**config.mk**
```make
export PLATFORM = sky130hd
export DESIGN_NAME = fifo_mem_ctrl
export DESIGN_NICKNAME = d
export VERILOG_FILES = /design/src/rtl/fifo_mem_ctrl.sv
export SDC_FILE = /design/constraint.sdc
export NUM_CORES = 1
export LEC_CHECK = 0
export ABC_AREA = 1
export BUFFER_PORTS_ARGS = -buffer_cell sky130_fd_sc_hd__buf_2
export CORE_MARGIN = 3
export CORE_UTILIZATION = 45
export CTS_BUF_LIST = sky130_fd_sc_hd__clkbuf_8 sky130_fd_sc_hd__clkbuf_16
export DETAILED_ROUTE_END_ITERATION = 6
export PLACE_DENSITY_LB_ADDON = 0.15
export SYNTH_ARGS = -nofsm -noshare
export SYNTH_HDL_FRONTEND = slang
export SYNTH_SLANG_ARGS = --single-unit
```
**constraint.sdc**
```tcl
create_clock -name clk -period 2.5 [get_ports clk]
set_input_delay 0.5 -clock clk [delete_from_list [all_inputs] [get_ports clk]]
set_output_delay 0.5 -clock clk [all_outputs]
set_load 0.05 [all_outputs]
```
**src/rtl/fifo_mem_ctrl.sv**
```systemverilog
// Synchronous FIFO controller for an external simple dual-port memory with registered read.
// Optional sticky overflow/underflow flags are enabled by defining FIFO_CTRL_ERR_FLAGS_EN.
module fifo_mem_ctrl #(
   parameter int unsigned DEPTH     = 1024,
   parameter int unsigned AW        = 10,
   parameter int unsigned DW        = 18,
   parameter int unsigned RD_LAT    = 2,
   parameter int unsigned AFULL_TH  = 1020,
   parameter int unsigned AEMPTY_TH = 4
) (
   input  logic          clk,
   input  logic          rst_n,
   input  logic          push,
   input  logic [DW-1:0] wdata,
   input  logic          pop,
   output logic [DW-1:0] rdata,
   output logic          rdata_vld,
   output logic          full,
   output logic          empty,
   output logic          afull,
   output logic          aempty,
   output logic [AW:0]   count,
   output logic [AW-1:0] mem_waddr,
   output logic [DW-1:0] mem_wdata,
   output logic          mem_we,
   output logic [AW-1:0] mem_raddr,
   output logic          mem_re,
   input  logic [DW-1:0] mem_q
`ifdef FIFO_CTRL_ERR_FLAGS_EN
   ,
   output logic          ovf,
   output logic          udf
`endif
);

   if (RD_LAT != 1 && RD_LAT != 2) begin : g_bad_rd_lat
      $error("fifo_mem_ctrl: RD_LAT must be 1 or 2");
   end

   localparam logic [AW-1:0] LastAddr  = AW'(DEPTH - 1);
   localparam logic [AW:0]   DepthCnt  = (AW+1)'(DEPTH);
   localparam logic [AW:0]   AfullCnt  = (AW+1)'(AFULL_TH);
   localparam logic [AW:0]   AemptyCnt = (AW+1)'(AEMPTY_TH);

   logic [AW-1:0]     wptr_q, wptr_d;
   logic [AW-1:0]     rptr_q, rptr_d;
   logic [AW:0]       count_q, count_d;
   logic              full_q, full_d;
   logic              empty_q, empty_d;
   logic              afull_q, afull_d;
   logic              aempty_q, aempty_d;
   logic [RD_LAT-1:0] vld_q, vld_d;
   logic              wr_ok, rd_ok;

   // Gated by rst_n so the memory sees no write while reset is held.
   assign wr_ok = push & ~full_q & rst_n;
   assign rd_ok = pop & ~empty_q & rst_n;

   always_comb begin
      wptr_d = wptr_q;
      if (wr_ok) wptr_d = (wptr_q == LastAddr) ? '0 : wptr_q + AW'(1);
      rptr_d = rptr_q;
      if (rd_ok) rptr_d = (rptr_q == LastAddr) ? '0 : rptr_q + AW'(1);

      count_d = count_q;
      if (wr_ok && !rd_ok)      count_d = count_q + (AW+1)'(1);
      else if (rd_ok && !wr_ok) count_d = count_q - (AW+1)'(1);

      full_d   = (count_d == DepthCnt);
      empty_d  = (count_d == '0);
      afull_d  = (count_d >= AfullCnt);
      aempty_d = (count_d <= AemptyCnt);

      // Lower RD_LAT bits of {vld_q, rd_ok}: a plain shift-in of rd_ok.
      vld_d = RD_LAT'({vld_q, rd_ok});
   end

   always_ff @(posedge clk or negedge rst_n) begin
      if (!rst_n) begin
         wptr_q   <= '0;
         rptr_q   <= '0;
         count_q  <= '0;
         full_q   <= 1'b0;
         empty_q  <= 1'b1;
         afull_q  <= 1'b0;
         aempty_q <= 1'b1;
         vld_q    <= '0;
      end else begin
         wptr_q   <= wptr_d;
         rptr_q   <= rptr_d;
         count_q  <= count_d;
         full_q   <= full_d;
         empty_q  <= empty_d;
         afull_q  <= afull_d;
         aempty_q <= aempty_d;
         vld_q    <= vld_d;
      end
   end

   assign mem_we    = wr_ok;
   assign mem_waddr = wptr_q;
   assign mem_wdata = wdata;
   assign mem_re    = rd_ok;
   assign mem_raddr = rptr_q;

   assign rdata     = mem_q;
   assign rdata_vld = vld_q[RD_LAT-1];
   assign full      = full_q;
   assign empty     = empty_q;
   assign afull     = afull_q;
   assign aempty    = aempty_q;
   assign count     = count_q;

`ifdef FIFO_CTRL_ERR_FLAGS_EN
   logic ovf_q, ovf_d;
   logic udf_q, udf_d;

   always_comb begin
      ovf_d = ovf_q | (push & full_q);
      udf_d = udf_q | (pop & empty_q);
   end

   always_ff @(posedge clk or negedge rst_n) begin
      if (!rst_n) begin
         ovf_q <= 1'b0;
         udf_q <= 1'b0;
      end else begin
         ovf_q <= ovf_d;
         udf_q <= udf_d;
      end
   end

   assign ovf = ovf_q;
   assign udf = udf_q;
`endif

endmodule
```
* Word level (Yosys, flattened, before mapping) *
Index checks and enable logic that the tools add are counted.

operators by class
  add/subtract/negate cells = 4
  multipliers = 0
  div/mod/pow operators = 0
  magnitude comparators = 2
  equality and inequality tests = 3
  shift operators = 0
  mux-type cells = 4
  bitwise operators = 6
  reduce and logical (&&, ||, !) cells = 5

operator list
  operator                 number
  $mux W11                 2
  $add A10 B1 Y10 const B  2
  $eq A10 B10 Y1 const B   2
  $mux W10                 2
  $add A11 B1 Y11 const B  1
  $eq A11 B11 Y1 const B   1
  $ge A11 B10 Y1 const B   1
  $le A11 B3 Y1 const B    1
  $logic_not A11 Y1        1
  $sub A11 B1 Y11 const B  1
  $and A1 B1 Y1            4
  $logic_and A1 B1 Y1      2
  $logic_not A1 Y1         2
  $not A1 Y1               2

word-level totals
  flip-flop bits (word level) = 37
  bits in latches = 0
  memory bits (writable) = 0
  bits in read-only memories = 0
  input port bits = 40
  output and inout bits = 74
  logic and storage cells = 32
  memories kept = 0

* Logic depth before layout (Yosys ltp) *
  depth in word-level cells = 8
  depth in mapped cells = 14
  gate-level depth less buffers = 14

* Worst setup path after synthesis *
Ideal clock, no wire load.

  kind = register -> register
  start = register count_q[1] (netlist: count[1])
  end = register afull_q (netlist: afull)
  setup time = 0.118 ns
  arrival time = 1.826 ns
  data required time = 2.382 ns
  setup slack = 0.556 ns
  stages on the path, launching flop included = 11
  buffers on the path = 0
  clock period less this slack = 1.944 ns
  cell sequence = dfrtp_1 ha_1 nand3_1 nor2_1 inv_1 o21ai_0 nand3_1 nand2_1 inv_1 nand2_1 nand2_1

between the ends
  word-level cells in the longest chain between the ends = 4
  elaborated cells on any way between the ends = 5
  classes of those cells = 2 x add/sub; 1 x order compare; 2 x mux

ends and longest elaborated chain
  item                    RTL line  RTL
  start, declared         47        logic [AW:0] count_q, count_d;
  start signal, assigned  91        count_q <= count_d;
  $sub A11 B1 Y11         67        else if (rd_ok && !wr_ok) count_d = count_q - (AW+1)'(1);
  $mux W11                67
  $mux W11 (*)            66        if (wr_ok && !rd_ok) count_d = count_q + (AW+1)'(1);
  via count_d[8]          47
  $ge A11 B10 Y1 (*)      71        afull_d = (count_d >= AfullCnt);
  via afull_d             50        logic afull_q, afull_d;
  end signal, assigned    94        afull_q <= afull_d;
  end, declared           50

The timed path passes the listed nets; every way through them passes the cells marked *.
A chain may end at the register's enable or synchronous reset.

* Final worst setup path *
  start = input port rst_n
  end = output port mem_we

between the ends
  word-level cells in the longest chain between the ends = 1

ends and longest elaborated chain
  item             RTL line  RTL
  start, declared  12        input logic rst_n,
  $and A1 B1 Y1    56        assign wr_ok = push & ~full_q & rst_n;
  end, declared    25        output logic mem_we,

No other way between the ends.

==> flow_metrics.tcl <==
set metrics [dict create \
    crit_path_frequent_cell "buf_2" \
    path_buf_inv 3 \
    path_delay_family "buffers and inverters" \
    r2r_start "count[0]" \
    synthArstFlopShare 1.000 \
    dr_total_vias 1964 \
    synth-main-ff-cell "dfrtp_1" \
    fin_crit_ps 2051 \
    grt_overflow 0 \
    synth_cell_types 29 \
    area_growth_pct 5.400 \
    drt_pass1_iterations 4 \
    yosysWarnings 0 \
    via_per_inst 4.947 \
    wire_per_inst_um 12.18 \
    post-cts-setup-buffers 0 \
    worstPathArrival_ps 1550 \
    grt_max_degree 24 \
    power.density_mw_per_mm2 1181 \
    dieWidth_um 78.47 \
    fillers 513 \
    start_kind "input pin" \
    dp_hpwl_mm 3.890 \
    synthesis.area_mm2 0.002364 \
    die-area_mm2 0.006158 \
    cts_root_buffer "clkbuf_8" \
    synth-edff-count 0 \
    die_h_um 78.47 \
    final-max-slew-violation-count 0 \
    grt_pass1_wl_mm 8.542 \
    fin_crit_sh 0.8202 \
    drc 0 \
    fp.coreArea_mm2 0.004911 \
    reg2reg_depth 9 \
    grt_pass1_vias 1879 \
    grt_use_total 0.1710 \
    outcome "finished, final reports clean" \
    antenna_found_initial 0 \
    fmaxAchievable_mhz 487.7 \
    clk_pin_slew_ps 80 \
    cts_sinks 37 \
    critPathKind "in2out" \
    seq_area_frac_synth 0.3928 \
    slowest_delay_ps 270 \
    finalSetupTns_ps 0 \
    syn_area_per_cell_um2 7.503 \
    cts.path.max_buffers 2 \
    drive_gt1_frac 0.1848 \
    synth-seq-cells 37 \
    r2r_setup_slack_ps 640 \
    netlist_instances 315 \
    cts_resized 0 \
    setup-violations-final 0 \
    rsz0062_at_grt "no" \
    routabilityCongestion 0.8132 \
    cts_made_buffers 5 \
    timing.max_cap.violations 0 \
    leakagePower_nw 1.279 \
    required_ps 2000 \
    hold_violations 0 \
    endpoint_kind "output pin" \
    clk-insertion-delay-late_ps 290 \
    rows 25 \
    tightestPinTransition_ps 483.5 \
    r2r-end "empty" \
    fin_skew_ps 6.248 \
    final_util 0.5073 \
    critPathSlowestCell "buf_2" \
    ctsHoldBuffers 0 \
    cts_tree "done" \
    path_max_fanout 11 \
    ant_nets 0 \
    syn-num-nets 359 \
    drt_iter0_markers 74 \
    io_buffer_count 41 \
    initial_utilization 0.4813 \
    num_antenna_cells 0 \
    hp-class "in2async" \
    drt_wl_total_mm 4.834 \
    io-pin-count 114 \
    layout.nets 373 \
    htreeDepth 2 \
    ir_drop_mv 0.5317 \
    worstPathCellList "buf_2, nand2_1, nor2_2, buf_4, buf_2" \
    slew_headroom 0.6747 \
]
[area by class of cell]
class,count,area [µm²],share of cell area
Multi-Input combinational cell,201,1007,0.4043
Sequential cell,37,928.4,0.3727
Timing Repair Buffer,44,227.7,0.09141
Inverter,40,150.1,0.06027
Tap cell,67,83.83,0.03365
Clock buffer,6,82.58,0.03315
Clock inverter,2,11.26,0.004520
[how the worst max path moves through the flow]
stage	to	from	depth (start not counted)
global route	mem_we	rst_n	5
floorplan	afull	count[1]	10
finish	mem_we	rst_n	5
global placement	afull	rst_n	12
CTS	mem_we	rst_n	5
detailed placement	empty	rst_n	11
[report_power, final]
group	internal, mW	switching [mW]	leakage, nW
Combinational	0.366	1.14	0.807
Sequential	0.782	0.222	0.423
Clock	0.220	0.212	0.0486
Total	1.37	1.58	1.28
[sequential cells by signal, summed over array words and instances, names as in the netlist]
register	cells
mem_raddr	10
count	11
empty	1
vld_q	2
afull	1
mem_waddr	10
aempty	1
full	1
[per-layer routing]
metal | routed length [µm] | GRT usage
met5 | 0 | 0
met4 | 105 | 0.05769
met3 | 320 | 0.05161
met2 | 2306 | 0.2842
met1 | 2103 | 0.2110
[cell usage in the layout, fill, tap and decap left out, types with 2 or more instances in the layout]
master     n
xnor2_1    3
dfstp_2    2
nand2_1   80
buf_4      3
inv_1     41
nand3b_1   2
nor2_2     3
nor3_1     4
nand4_1    6
dfrtp_1   35
o21ai_0    2
nand3_1   35
o21ai_1    2
nor3b_1    3
ha_1       4
clkbuf_8   6
xor2_1     6
a21oi_1    5
nor2_1    35
buf_2     41
[Yosys cell counts (2+ instances only)]
cell type | count | area share
nor2_2 | 3 | 0.0079
xor2_1 | 6 | 0.022
dfstp_2 | 2 | 0.022
xnor2_1 | 3 | 0.011
nand3_1 | 35 | 0.074
nand3b_1 | 2 | 0.0064
inv_1 | 40 | 0.064
nor3b_1 | 3 | 0.0095
nor2_1 | 35 | 0.056
o21ai_0 | 2 | 0.0042
nor3_1 | 4 | 0.0085
nand2_1 | 80 | 0.13
nand4_1 | 6 | 0.016
dfrtp_1 | 35 | 0.37
a21oi_1 | 5 | 0.011
buf_4 | 37 | 0.12
o21ai_1 | 2 | 0.0042
ha_1 | 4 | 0.021
[through the flow]
| stage | worst slack (ps) | power [mW] | hold WS [ps] | cells | area, µm² |
|---|---|---|---|---|---|
| after floorplan | 556.4 | 2.305 | 204.4 | 315 | 2364 |
| after global placement | 443.8 | 2.519 | 333.9 | 389 | 2397 |
| after detailed placement | 413.9 | 2.532 | 335.5 | 389 | 2397 |
| after CTS | 418.2 | 2.972 | 59.39 | 397 | 2491 |
| after global routing | 336.9 | 3.160 | 61.64 | 397 | 2491 |
| final | 449.4 | 2.943 | 62.83 | 397 | 2491 |
[cells by family (layout without fill, tap and decap cells)]
logic type / count (synthesis) / in the layout / synth area share
and+or+nand+nor: 174 / 174 / 0.3372
buffers and inverters: 77 / 92 / 0.1810
DFF: 37 / 37 / 0.3928
AOI/OAI and AO/OA: 14 / 14 / 0.03441
xor gates and xnor gates: 9 / 9 / 0.03335
adders and majority gates: 4 / 4 / 0.02118
Note: power is estimated with default switching activity, not from simulation.
